--- src/rtl/mem_arb_pkg.sv ---
// Shared types for the instruction/data memory port arbiter.
// Holds the read-data owner encoding and the byte-mask width helper.
package mem_arb_pkg;

    typedef enum logic [1:0] {
        OWN_NONE = 2'd0,
        OWN_IF   = 2'd1,
        OWN_D    = 2'd2
    } owner_e;

    function automatic int mask_w(input int data_w);
        return data_w / 8;
    endfunction

endpackage

--- src/rtl/mem_port_arbiter_if.sv ---
// Core-side fetch/data handshakes plus the RAM port, bundled for the arbiter.
// master = core + RAM side, slave = arbiter.
interface mem_port_arbiter_if #(
    parameter int ADDR_W = 32,
    parameter int DATA_W = 32
);
    import mem_arb_pkg::*;

    localparam int MASK_W = mask_w(DATA_W);

    logic              if_req;
    logic [ADDR_W-1:0] if_addr;
    logic              if_gnt;
    logic              if_rvalid;
    logic [DATA_W-1:0] if_rdata;

    logic              d_req;
    logic              d_we;
    logic [ADDR_W-1:0] d_addr;
    logic [DATA_W-1:0] d_wdata;
    logic [MASK_W-1:0] d_wmask;
    logic              d_gnt;
    logic              d_rvalid;
    logic [DATA_W-1:0] d_rdata;

    logic              m_en;
    logic              m_we;
    logic [ADDR_W-1:0] m_addr;
    logic [DATA_W-1:0] m_wdata;
    logic [MASK_W-1:0] m_wmask;
    logic [DATA_W-1:0] m_rdata;

    modport master (
        output if_req, if_addr, d_req, d_we, d_addr, d_wdata, d_wmask, m_rdata,
        input  if_gnt, if_rvalid, if_rdata, d_gnt, d_rvalid, d_rdata,
        input  m_en, m_we, m_addr, m_wdata, m_wmask
    );

    modport slave (
        input  if_req, if_addr, d_req, d_we, d_addr, d_wdata, d_wmask, m_rdata,
        output if_gnt, if_rvalid, if_rdata, d_gnt, d_rvalid, d_rdata,
        output m_en, m_we, m_addr, m_wdata, m_wmask
    );

endinterface

--- src/rtl/mem_arb_starve_ctr.sv ---
// Counts consecutive fetch denials; force_if rises once STARVE_MAX is reached.
// Cleared by a fetch grant, held while fetch is not requesting.
module mem_arb_starve_ctr #(
    parameter int STARVE_MAX = 4
) (
    input  logic clk,
    input  logic rst,
    input  logic if_req,
    input  logic if_gnt,
    output logic force_if
);

    localparam int          SW    = $clog2(STARVE_MAX + 1);
    localparam logic [SW-1:0] MAX_V = SW'(STARVE_MAX);

    logic [SW-1:0] starve_q, starve_d;

    // NOTE: every always_comb output gets a default first so no path leaves it unassigned (no latch).
    always_comb begin
        starve_d = starve_q;
        if (if_gnt) begin
            starve_d = '0;
        end else if (if_req && starve_q != MAX_V) begin
            starve_d = starve_q + SW'(1);
        end
    end

    // NOTE: sequential state uses non-blocking assignments only.
    always_ff @(posedge clk) begin
        if (rst) begin
            starve_q <= '0;
        end else begin
            starve_q <= starve_d;
        end
    end

    assign force_if = (starve_q == MAX_V);

endmodule

--- src/rtl/mem_port_arbiter.sv ---
// Shares one single-port synchronous RAM between instruction fetch and load/store.
// Data has priority; a starvation guard forces a fetch win after STARVE_MAX denials.
module mem_port_arbiter
    import mem_arb_pkg::*;
#(
    parameter int ADDR_W     = 32,
    parameter int DATA_W     = 32,
    parameter int STARVE_MAX = 4,
    parameter int CNT_W      = 32
) (
    input  logic             clk,
    input  logic             rst,
    mem_port_arbiter_if.slave bus,
    output logic [CNT_W-1:0] conflict_cnt
);

    localparam int MASK_W = mask_w(DATA_W);

    owner_e            owner_q, owner_d;
    logic [CNT_W-1:0]  conflict_q, conflict_d;

    logic              force_if;
    logic              d_win;
    logic              if_win;
    logic [ADDR_W-1:0] addr_sel;
    logic [DATA_W-1:0] wdata_sel;
    logic [MASK_W-1:0] wmask_sel;

    mem_arb_starve_ctr #(
        .STARVE_MAX (STARVE_MAX)
    ) u_starve (
        .clk      (clk),
        .rst      (rst),
        .if_req   (bus.if_req),
        .if_gnt   (if_win),
        .force_if (force_if)
    );

    always_comb begin
        d_win      = bus.d_req && !(bus.if_req && force_if) && !rst;
        if_win     = bus.if_req && !d_win && !rst;
        addr_sel   = '0;
        wdata_sel  = '0;
        wmask_sel  = '0;
        owner_d    = OWN_NONE;
        conflict_d = conflict_q;

        if (d_win) begin
            addr_sel  = bus.d_addr;
            wdata_sel = bus.d_wdata;
            if (bus.d_we) begin
                wmask_sel = bus.d_wmask;
            end else begin
                owner_d = OWN_D;
            end
        end else if (if_win) begin
            addr_sel = bus.if_addr;
            owner_d  = OWN_IF;
        end

        if (bus.if_req && bus.d_req && conflict_q != '1) begin
            conflict_d = conflict_q + CNT_W'(1);
        end
    end

    always_ff @(posedge clk) begin
        if (rst) begin
            owner_q    <= OWN_NONE;
            conflict_q <= '0;
        end else begin
            owner_q    <= owner_d;
            conflict_q <= conflict_d;
        end
    end

    assign bus.if_gnt  = if_win;
    assign bus.d_gnt   = d_win;
    assign bus.m_en    = d_win || if_win;
    assign bus.m_we    = d_win && bus.d_we;
    assign bus.m_addr  = addr_sel;
    assign bus.m_wdata = wdata_sel;
    assign bus.m_wmask = wmask_sel;

    // Reset asserted in the cycle after a grant must swallow that read's response.
    assign bus.if_rvalid = (owner_q == OWN_IF) && !rst;
    assign bus.d_rvalid  = (owner_q == OWN_D) && !rst;
    assign bus.if_rdata  = bus.m_rdata;
    assign bus.d_rdata   = bus.m_rdata;

    assign conflict_cnt = conflict_q;

endmodule

--- src/flat_wrapper.sv ---
// flat-port wrapper written by rule: the top's interface ports become plain ports
module mem_port_arbiter_flat import mem_arb_pkg::*;
#(
    parameter int ADDR_W     = 32,
    parameter int DATA_W     = 32,
    parameter int STARVE_MAX = 4,
    parameter int CNT_W      = 32
)
  (clk, rst, conflict_cnt, bus_if_req, bus_if_addr, bus_d_req, bus_d_we, bus_d_addr, bus_d_wdata, bus_d_wmask, bus_m_rdata, bus_if_gnt, bus_if_rvalid, bus_if_rdata, bus_d_gnt, bus_d_rvalid, bus_d_rdata, bus_m_en, bus_m_we, bus_m_addr, bus_m_wdata, bus_m_wmask);
  mem_port_arbiter_if #(.ADDR_W(ADDR_W), .DATA_W(DATA_W)) bus_i ();
  input  logic clk;
  input  logic rst;
  output logic [CNT_W-1:0] conflict_cnt;
  input wire logic [$bits(bus_i.if_req)-1:0] bus_if_req;
  input wire logic [$bits(bus_i.if_addr)-1:0] bus_if_addr;
  input wire logic [$bits(bus_i.d_req)-1:0] bus_d_req;
  input wire logic [$bits(bus_i.d_we)-1:0] bus_d_we;
  input wire logic [$bits(bus_i.d_addr)-1:0] bus_d_addr;
  input wire logic [$bits(bus_i.d_wdata)-1:0] bus_d_wdata;
  input wire logic [$bits(bus_i.d_wmask)-1:0] bus_d_wmask;
  input wire logic [$bits(bus_i.m_rdata)-1:0] bus_m_rdata;
  output wire logic [$bits(bus_i.if_gnt)-1:0] bus_if_gnt;
  output wire logic [$bits(bus_i.if_rvalid)-1:0] bus_if_rvalid;
  output wire logic [$bits(bus_i.if_rdata)-1:0] bus_if_rdata;
  output wire logic [$bits(bus_i.d_gnt)-1:0] bus_d_gnt;
  output wire logic [$bits(bus_i.d_rvalid)-1:0] bus_d_rvalid;
  output wire logic [$bits(bus_i.d_rdata)-1:0] bus_d_rdata;
  output wire logic [$bits(bus_i.m_en)-1:0] bus_m_en;
  output wire logic [$bits(bus_i.m_we)-1:0] bus_m_we;
  output wire logic [$bits(bus_i.m_addr)-1:0] bus_m_addr;
  output wire logic [$bits(bus_i.m_wdata)-1:0] bus_m_wdata;
  output wire logic [$bits(bus_i.m_wmask)-1:0] bus_m_wmask;
  assign bus_i.if_req = bus_if_req;
  assign bus_i.if_addr = bus_if_addr;
  assign bus_i.d_req = bus_d_req;
  assign bus_i.d_we = bus_d_we;
  assign bus_i.d_addr = bus_d_addr;
  assign bus_i.d_wdata = bus_d_wdata;
  assign bus_i.d_wmask = bus_d_wmask;
  assign bus_i.m_rdata = bus_m_rdata;
  assign bus_if_gnt = bus_i.if_gnt;
  assign bus_if_rvalid = bus_i.if_rvalid;
  assign bus_if_rdata = bus_i.if_rdata;
  assign bus_d_gnt = bus_i.d_gnt;
  assign bus_d_rvalid = bus_i.d_rvalid;
  assign bus_d_rdata = bus_i.d_rdata;
  assign bus_m_en = bus_i.m_en;
  assign bus_m_we = bus_i.m_we;
  assign bus_m_addr = bus_i.m_addr;
  assign bus_m_wdata = bus_i.m_wdata;
  assign bus_m_wmask = bus_i.m_wmask;
  mem_port_arbiter #(.ADDR_W(ADDR_W), .DATA_W(DATA_W), .STARVE_MAX(STARVE_MAX), .CNT_W(CNT_W)) u_core (.clk(clk), .rst(rst), .bus(bus_i), .conflict_cnt(conflict_cnt));
endmodule
--- config.mk ---
export PLATFORM = sky130hd
export DESIGN_NAME = mem_port_arbiter_flat
export DESIGN_NICKNAME = d
export VERILOG_FILES = /design/src/rtl/mem_arb_pkg.sv /design/src/rtl/mem_port_arbiter_if.sv /design/src/rtl/mem_arb_starve_ctr.sv /design/src/rtl/mem_port_arbiter.sv /design/src/flat_wrapper.sv
export SDC_FILE = /design/constraint.sdc
export NUM_CORES = 1
export LEC_CHECK = 0
export CORE_AREA = 2 2 119 121
export DETAILED_ROUTE_END_ITERATION = 6
export DIE_AREA = 0 0 121 123
export DONT_BUFFER_PORTS = 1
export GPL_ROUTABILITY_DRIVEN = 0
export GPL_TIMING_DRIVEN = 0
export PLACE_DENSITY = 0.42
export SYNTH_ARGS = -nofsm -noshare
export SYNTH_HDL_FRONTEND = slang
export SYNTH_SLANG_ARGS = --single-unit
--- constraint.sdc ---
create_clock -name clk -period 2.3 [get_ports clk]
set_clock_uncertainty 0.2 [all_clocks]
set_input_delay 0.46 -clock clk [delete_from_list [all_inputs] [get_ports clk]]
set_output_delay 0.46 -clock clk [all_outputs]
set_load 0.02 [all_outputs]
Yosys cells after proc, flatten, opt, wreduce, memory -nomap -nowiden
Index checks and enable logic that the tools add are counted.
{"block": "totals", "ff_bits": 37, "input_bits": 137, "output_inout_bits": 170, "word_cells": 34}
{"block": "classes", "n_addsub": 2, "n_eq_ne": 5, "mux": 8, "n_reduce_logical": 16}
{"op": "$mux W32", "count": 3}
{"op": "$add A32 B1 Y32 const B", "count": 1}
{"op": "$ne A32 B32 Y1 const B", "count": 1}
{"op": "$logic_and A1 B1 Y1", "count": 11}
{"op": "$mux W4", "count": 2}
{"op": "$mux W2", "count": 2}
{"op": "$add A3 B1 Y3 const B", "count": 1}
{"op": "$eq A3 B3 Y1 const B", "count": 1}
{"op": "$logic_not A1 Y1", "count": 3}
{"op": "$ne A3 B3 Y1 const B", "count": 1}
{"op": "$eq A2 B1 Y1 const B", "count": 1}
{"op": "$eq A2 B2 Y1 const B", "count": 1}
{"op": "$reduce_or A2 Y1", "count": 1}
{"op": "$logic_or A1 B1 Y1", "count": 1}
{"op": "$mux W1", "count": 1}

Logic depth before layout (Yosys ltp)
{"block": "depth", "word_depth": 10, "depth_mapped": 8}

By module
Synthesis repeated with hierarchy kept, for this count alone.
{"block": "unflattened", "cells_unflattened": 365, "hier_area_um2": 2917.8}
{"mod": "mem_port_arbiter", "instances": 1, "cells_each": 347, "area_per_inst_um2": 2730.1, "seq_area_each_um2": 680.7}
{"mod": "mem_arb_starve_ctr", "instances": 1, "cells_each": 18, "area_per_inst_um2": 187.7, "seq_area_each_um2": 60.1}

Worst setup path before layout
OpenSTA, ideal clock, no wires.
{"block": "synth_path", "path_type": "input port to output port", "startpoint": "input bus_if_req", "endpoint": "output bus_m_addr[22]", "arrival_ps": 1930, "slack_ps": -290, "path_stages": 4, "cell_sequence": "clkbuf_1 nor3b_1 clkbuf_1 a22o_1"}
{"block": "synth_via", "elab_chain_len": 9}
{"item": "start, declared", "line": "flat_wrapper.sv:14", "rtl": "input wire logic [$bits(bus_i.if_req)-1:0] bus_if_req;"}
{"item": "$logic_and A1 B1 Y1", "line": "mem_port_arbiter.sv:40", "rtl": "d_win = bus.d_req && !(bus.if_req && force_if) && !rst;"}
{"item": "$logic_not A1 Y1", "line": "mem_port_arbiter.sv:40"}
{"item": "$logic_and A1 B1 Y1 (2 in series)", "line": "mem_port_arbiter.sv:40"}
{"item": "$logic_not A1 Y1", "line": "mem_port_arbiter.sv:41", "rtl": "if_win = bus.if_req && !d_win && !rst;"}
{"item": "$logic_and A1 B1 Y1 (*) (2 in series)", "line": "mem_port_arbiter.sv:41"}
{"item": "named net bus_if_gnt", "line": "flat_wrapper.sv:22", "rtl": "output wire logic [$bits(bus_i.if_gnt)-1:0] bus_if_gnt;"}
{"item": "$mux W32 (*)", "line": "mem_port_arbiter.sv:56", "rtl": "end else if (if_win) begin"}
{"item": "$mux W32 (*)", "line": "mem_port_arbiter.sv:48", "rtl": "if (d_win) begin"}
{"item": "end, declared", "line": "flat_wrapper.sv:30", "rtl": "output wire logic [$bits(bus_i.m_addr)-1:0] bus_m_addr;"}
The timed path passes the listed nets; every way through them passes the cells marked *.

Final worst setup path
{"block": "layout_path", "startpoint": "register u_core.u_starve.starve_q[0]", "endpoint": "output bus_m_addr[7]"}
{"block": "layout_via", "elab_chain_len": 10}
{"item": "start, declared", "line": "mem_arb_starve_ctr.sv:16", "rtl": "logic [SW-1:0] starve_q, starve_d;"}
{"item": "start signal, assigned", "line": "mem_arb_starve_ctr.sv:33", "rtl": "starve_q <= starve_d;"}
{"item": "$eq A3 B3 Y1 (*)", "line": "mem_arb_starve_ctr.sv:37", "rtl": "assign force_if = (starve_q == MAX_V);"}
{"item": "$logic_and A1 B1 Y1 (*)", "line": "mem_port_arbiter.sv:40"}
{"item": "$logic_not A1 Y1 (*)", "line": "mem_port_arbiter.sv:40"}
{"item": "$logic_and A1 B1 Y1 (*) (2 in series)", "line": "mem_port_arbiter.sv:40"}
{"item": "$logic_not A1 Y1", "line": "mem_port_arbiter.sv:41"}
{"item": "$logic_and A1 B1 Y1 (2 in series)", "line": "mem_port_arbiter.sv:41"}
{"item": "$mux W32", "line": "mem_port_arbiter.sv:56"}
{"item": "$mux W32 (*)", "line": "mem_port_arbiter.sv:48"}
Every way passes the cells marked *; elsewhere a longest branch is shown, timed or not.

==> impl_metrics.json <==
{
  "synth_top_cell_by_area": "dfxtp_1",
  "drt_wl_total_mm": 14.93,
  "fmax_mhz": 410.6,
  "dp_hpwl_mm": 11.71,
  "cts_hold_buf": 0,
  "cts.sink_count": 37,
  "synth_seq_cells": 37,
  "placed_area_mm2": 0.003252,
  "initial_utilization_pct": 21.87,
  "async_flop_share_pct": 0,
  "core_mm2": 0.01361,
  "end_kind": "output port",
  "p_sw_mw": 0.5790,
  "rows": 43,
  "slew_headroom_pct": 50.31,
  "syn-num-nets": 516,
  "hold_viol_final": 0,
  "synth_edf_count": 0,
  "synth_cell_types": 48,
  "violations": "negative setup slack",
  "period_needed_ns": 2.435,
  "hold_class": "primary input to register",
  "first_pass_iters": 4,
  "vdd_drop_max_uv": 229.9,
  "ant_nets": 0,
  "worst_hold_slack_ns": 0.05282,
  "synth_top_area_share_pct": 24.88,
  "tightest_slew_ns": 0.7453,
  "stdcell_count": 615,
  "drive_gt1_share_pct": 67.67,
  "syn_inst": 376,
  "powerDensity_mw_per_mm2": 410.6,
  "switching_share_pct": 29.27,
  "final_nets": 572,
  "p_leak_nw": 1.923,
  "setup_ws_ns": -0.1354,
  "hold_path_depth": 1,
  "area_growth_pct": 61.87,
  "setup.worst_path.start_class": "register",
  "ys_warn_count": 0,
  "clock_path_buffers": 2,
  "ys_seq_area_share_pct": 24.88,
  "grt_pass1_vias": 2949,
  "reg2reg_depth": 8,
  "grt_pass1_wl_mm": 20.13,
  "power_mw": 1.978,
  "avgSynthCellArea_um2": 7.917,
  "drv_cap": 0,
  "cts_tree": "yes",
  "synth.area.top_cells": "dfxtp_1, buf_4, a22o_1",
  "grt_max_degree": 12,
  "finalSetupTns_ns": -7.469,
  "status": "finished, violations left",
  "gr-usage-all-layers_pct": 18.58,
  "dp_worst_setup_slack_ns": -0.6018,
  "root_buffer": "clkbuf_16",
  "path_class": "register to output port",
  "die_h_um": 123,
  "final_area_mm2": 0.004818,
  "die_w_um": 121,
  "p_comb_share_pct": 27.6,
  "synth_common_cells": "buf_4, dfxtp_1, and2_1",
  "numCtsBuffers": 5,
  "portBuffers": 0,
  "viasPerCell": 5.055,
  "arrival_ns": 1.78,
  "htree_levels": 2,
  "setup_viol": 81,
  "drt-initial-drc-count": 87,
  "r2r_slack_ns": -0.06,
  "drc": 0,
  "syn_area_mm2": 0.002977,
  "pwr-share-clk_pct": 40.9,
  "grt_setup_unrepaired": "true",
  "path_clk_slew_ns": 0.06,
  "period_share_pct": 105.9,
  "num_vias": 3109,
  "ioPinCount": 307,
  "p_int_mw": 1.399,
  "drv_slew": 0,
  "crit_fanout": 5,
  "antenna_found_initial": 2,
  "p_seq_share_pct": 31.5,
  "clkLatencyLatePin_ns": 0.28,
  "die_area_mm2": 0.01488,
  "post-route-util_pct": 35.40,
  "synth_most_common_cell": "buf_4",
  "fill_cells": 1355,
  "avgRoutedWirePerCell_um": 24.28,
  "grt_overflow": 0,
  "critPathRequiredTime_ns": 1.64,
  "dp_cells": 556,
  "synth_flop_cell": "dfxtp_1"
}
layout make-up:
class                           instances  area (µm²)  share of cell area [%]
Multi-Input combinational cell        244        2346                   48.69
Sequential cell                        37       853.3                   17.71
Buffer                                 83       704.4                   14.62
Timing Repair Buffer                   50       467.9                   9.712
Tap cell                              180       225.2                   4.674
Clock buffer                            7       142.6                   2.960
Inverter                               11       43.79                  0.9089
Clock inverter                          1       30.03                  0.6232
Antenna cell                            2       5.005                  0.1039
what timing repair did:
item	4_1_cts	5_1_grt
cloned	7	2
pin swaps	72	42
gates resized for setup	238	56
endpoints found under the setup margin	102	99
setup buffers	26	17
power by group through the flow:
stage	Clock (mW)	Combinational, mW	Sequential, mW
floorplan	0	0.347	0.664
global placement	0	0.404	0.665
detailed placement	0	0.405	0.666
CTS	0.825	0.541	0.634
global route	0.859	0.569	0.623
finish	0.810	0.546	0.622
layout by cell type, fill, tap and decap left out, types with 4 or more instances in the layout:
cell type / instances
xnor2_1: 9
nand4_1: 5
dfxtp_2: 6
inv_1: 8
a21oi_1: 11
buf_4: 101
clkbuf_8: 9
and3_1: 4
clkbuf_16: 9
nand2_1: 13
clkbuf_1: 5
nand3_1: 13
buf_6: 7
nor2_1: 20
or3_1: 6
and2_4: 33
a21oi_2: 7
nor4_4: 4
nor4_1: 5
o31ai_1: 5
dfxtp_4: 28
a22o_4: 32
or4_4: 6
and3_4: 5
critical path, stage by stage, from the launching register on:
cell and delay, ns:
dfxtp_2 0.33, inv_2 0.05, ha_4 0.17, a21oi_4 0.19, nor3b_4 0.07, buf_6 0.15, buf_12 0.13, clkbuf_16 0.15
a22o_4 0.24
logic make-up (layout without fill, tap and decap cells):
group | after synthesis | after routing | synth area share (%)
muxes | 1 | 1 | 0.3783
adders and majority gates | 3 | 3 | 1.261
AOI/OAI and AO/OA | 86 | 87 | 21.48
other | 0 | 2 | 0
DFF | 37 | 37 | 24.88
and+or+nand+nor | 141 | 141 | 28.08
xor gates and xnor gates | 12 | 12 | 3.531
buffers and inverters | 96 | 152 | 20.39
path summary, 6_finish.rpt:
| kind | start | endpoint |
|---|---|---|
| setup / recovery | u_core.u_starve.starve_q[0]$_SDFFE_PP0P_ | bus_m_addr[7] |
| hold / removal | bus_d_we | u_core.owner_q[1]$_SDFF_PP0_ |
| setup reg to reg | u_core.conflict_cnt[1]$_SDFFE_PP0P_ | u_core.conflict_cnt[1]$_SDFFE_PP0P_ |
| hold reg to reg | u_core.conflict_cnt[31]$_SDFFE_PP0P_ | u_core.conflict_cnt[31]$_SDFFE_PP0P_ |
registers in the layout (all words and copies together), names as in the netlist:
signal / cells
u_core.conflict_cnt: 32
u_core.u_starve.starve_q: 3
u_core.owner_q: 2
per-layer routing:
layer,GRT usage (%),up-vias,wire (µm)
met5,0,-,0
met4,3.634,0,362
met3,7.103,19,1378
met2,37.22,154,8376
met1,17.95,1516,4812
li1,-,1420,-
Note: power is estimated with default switching activity, not from simulation.
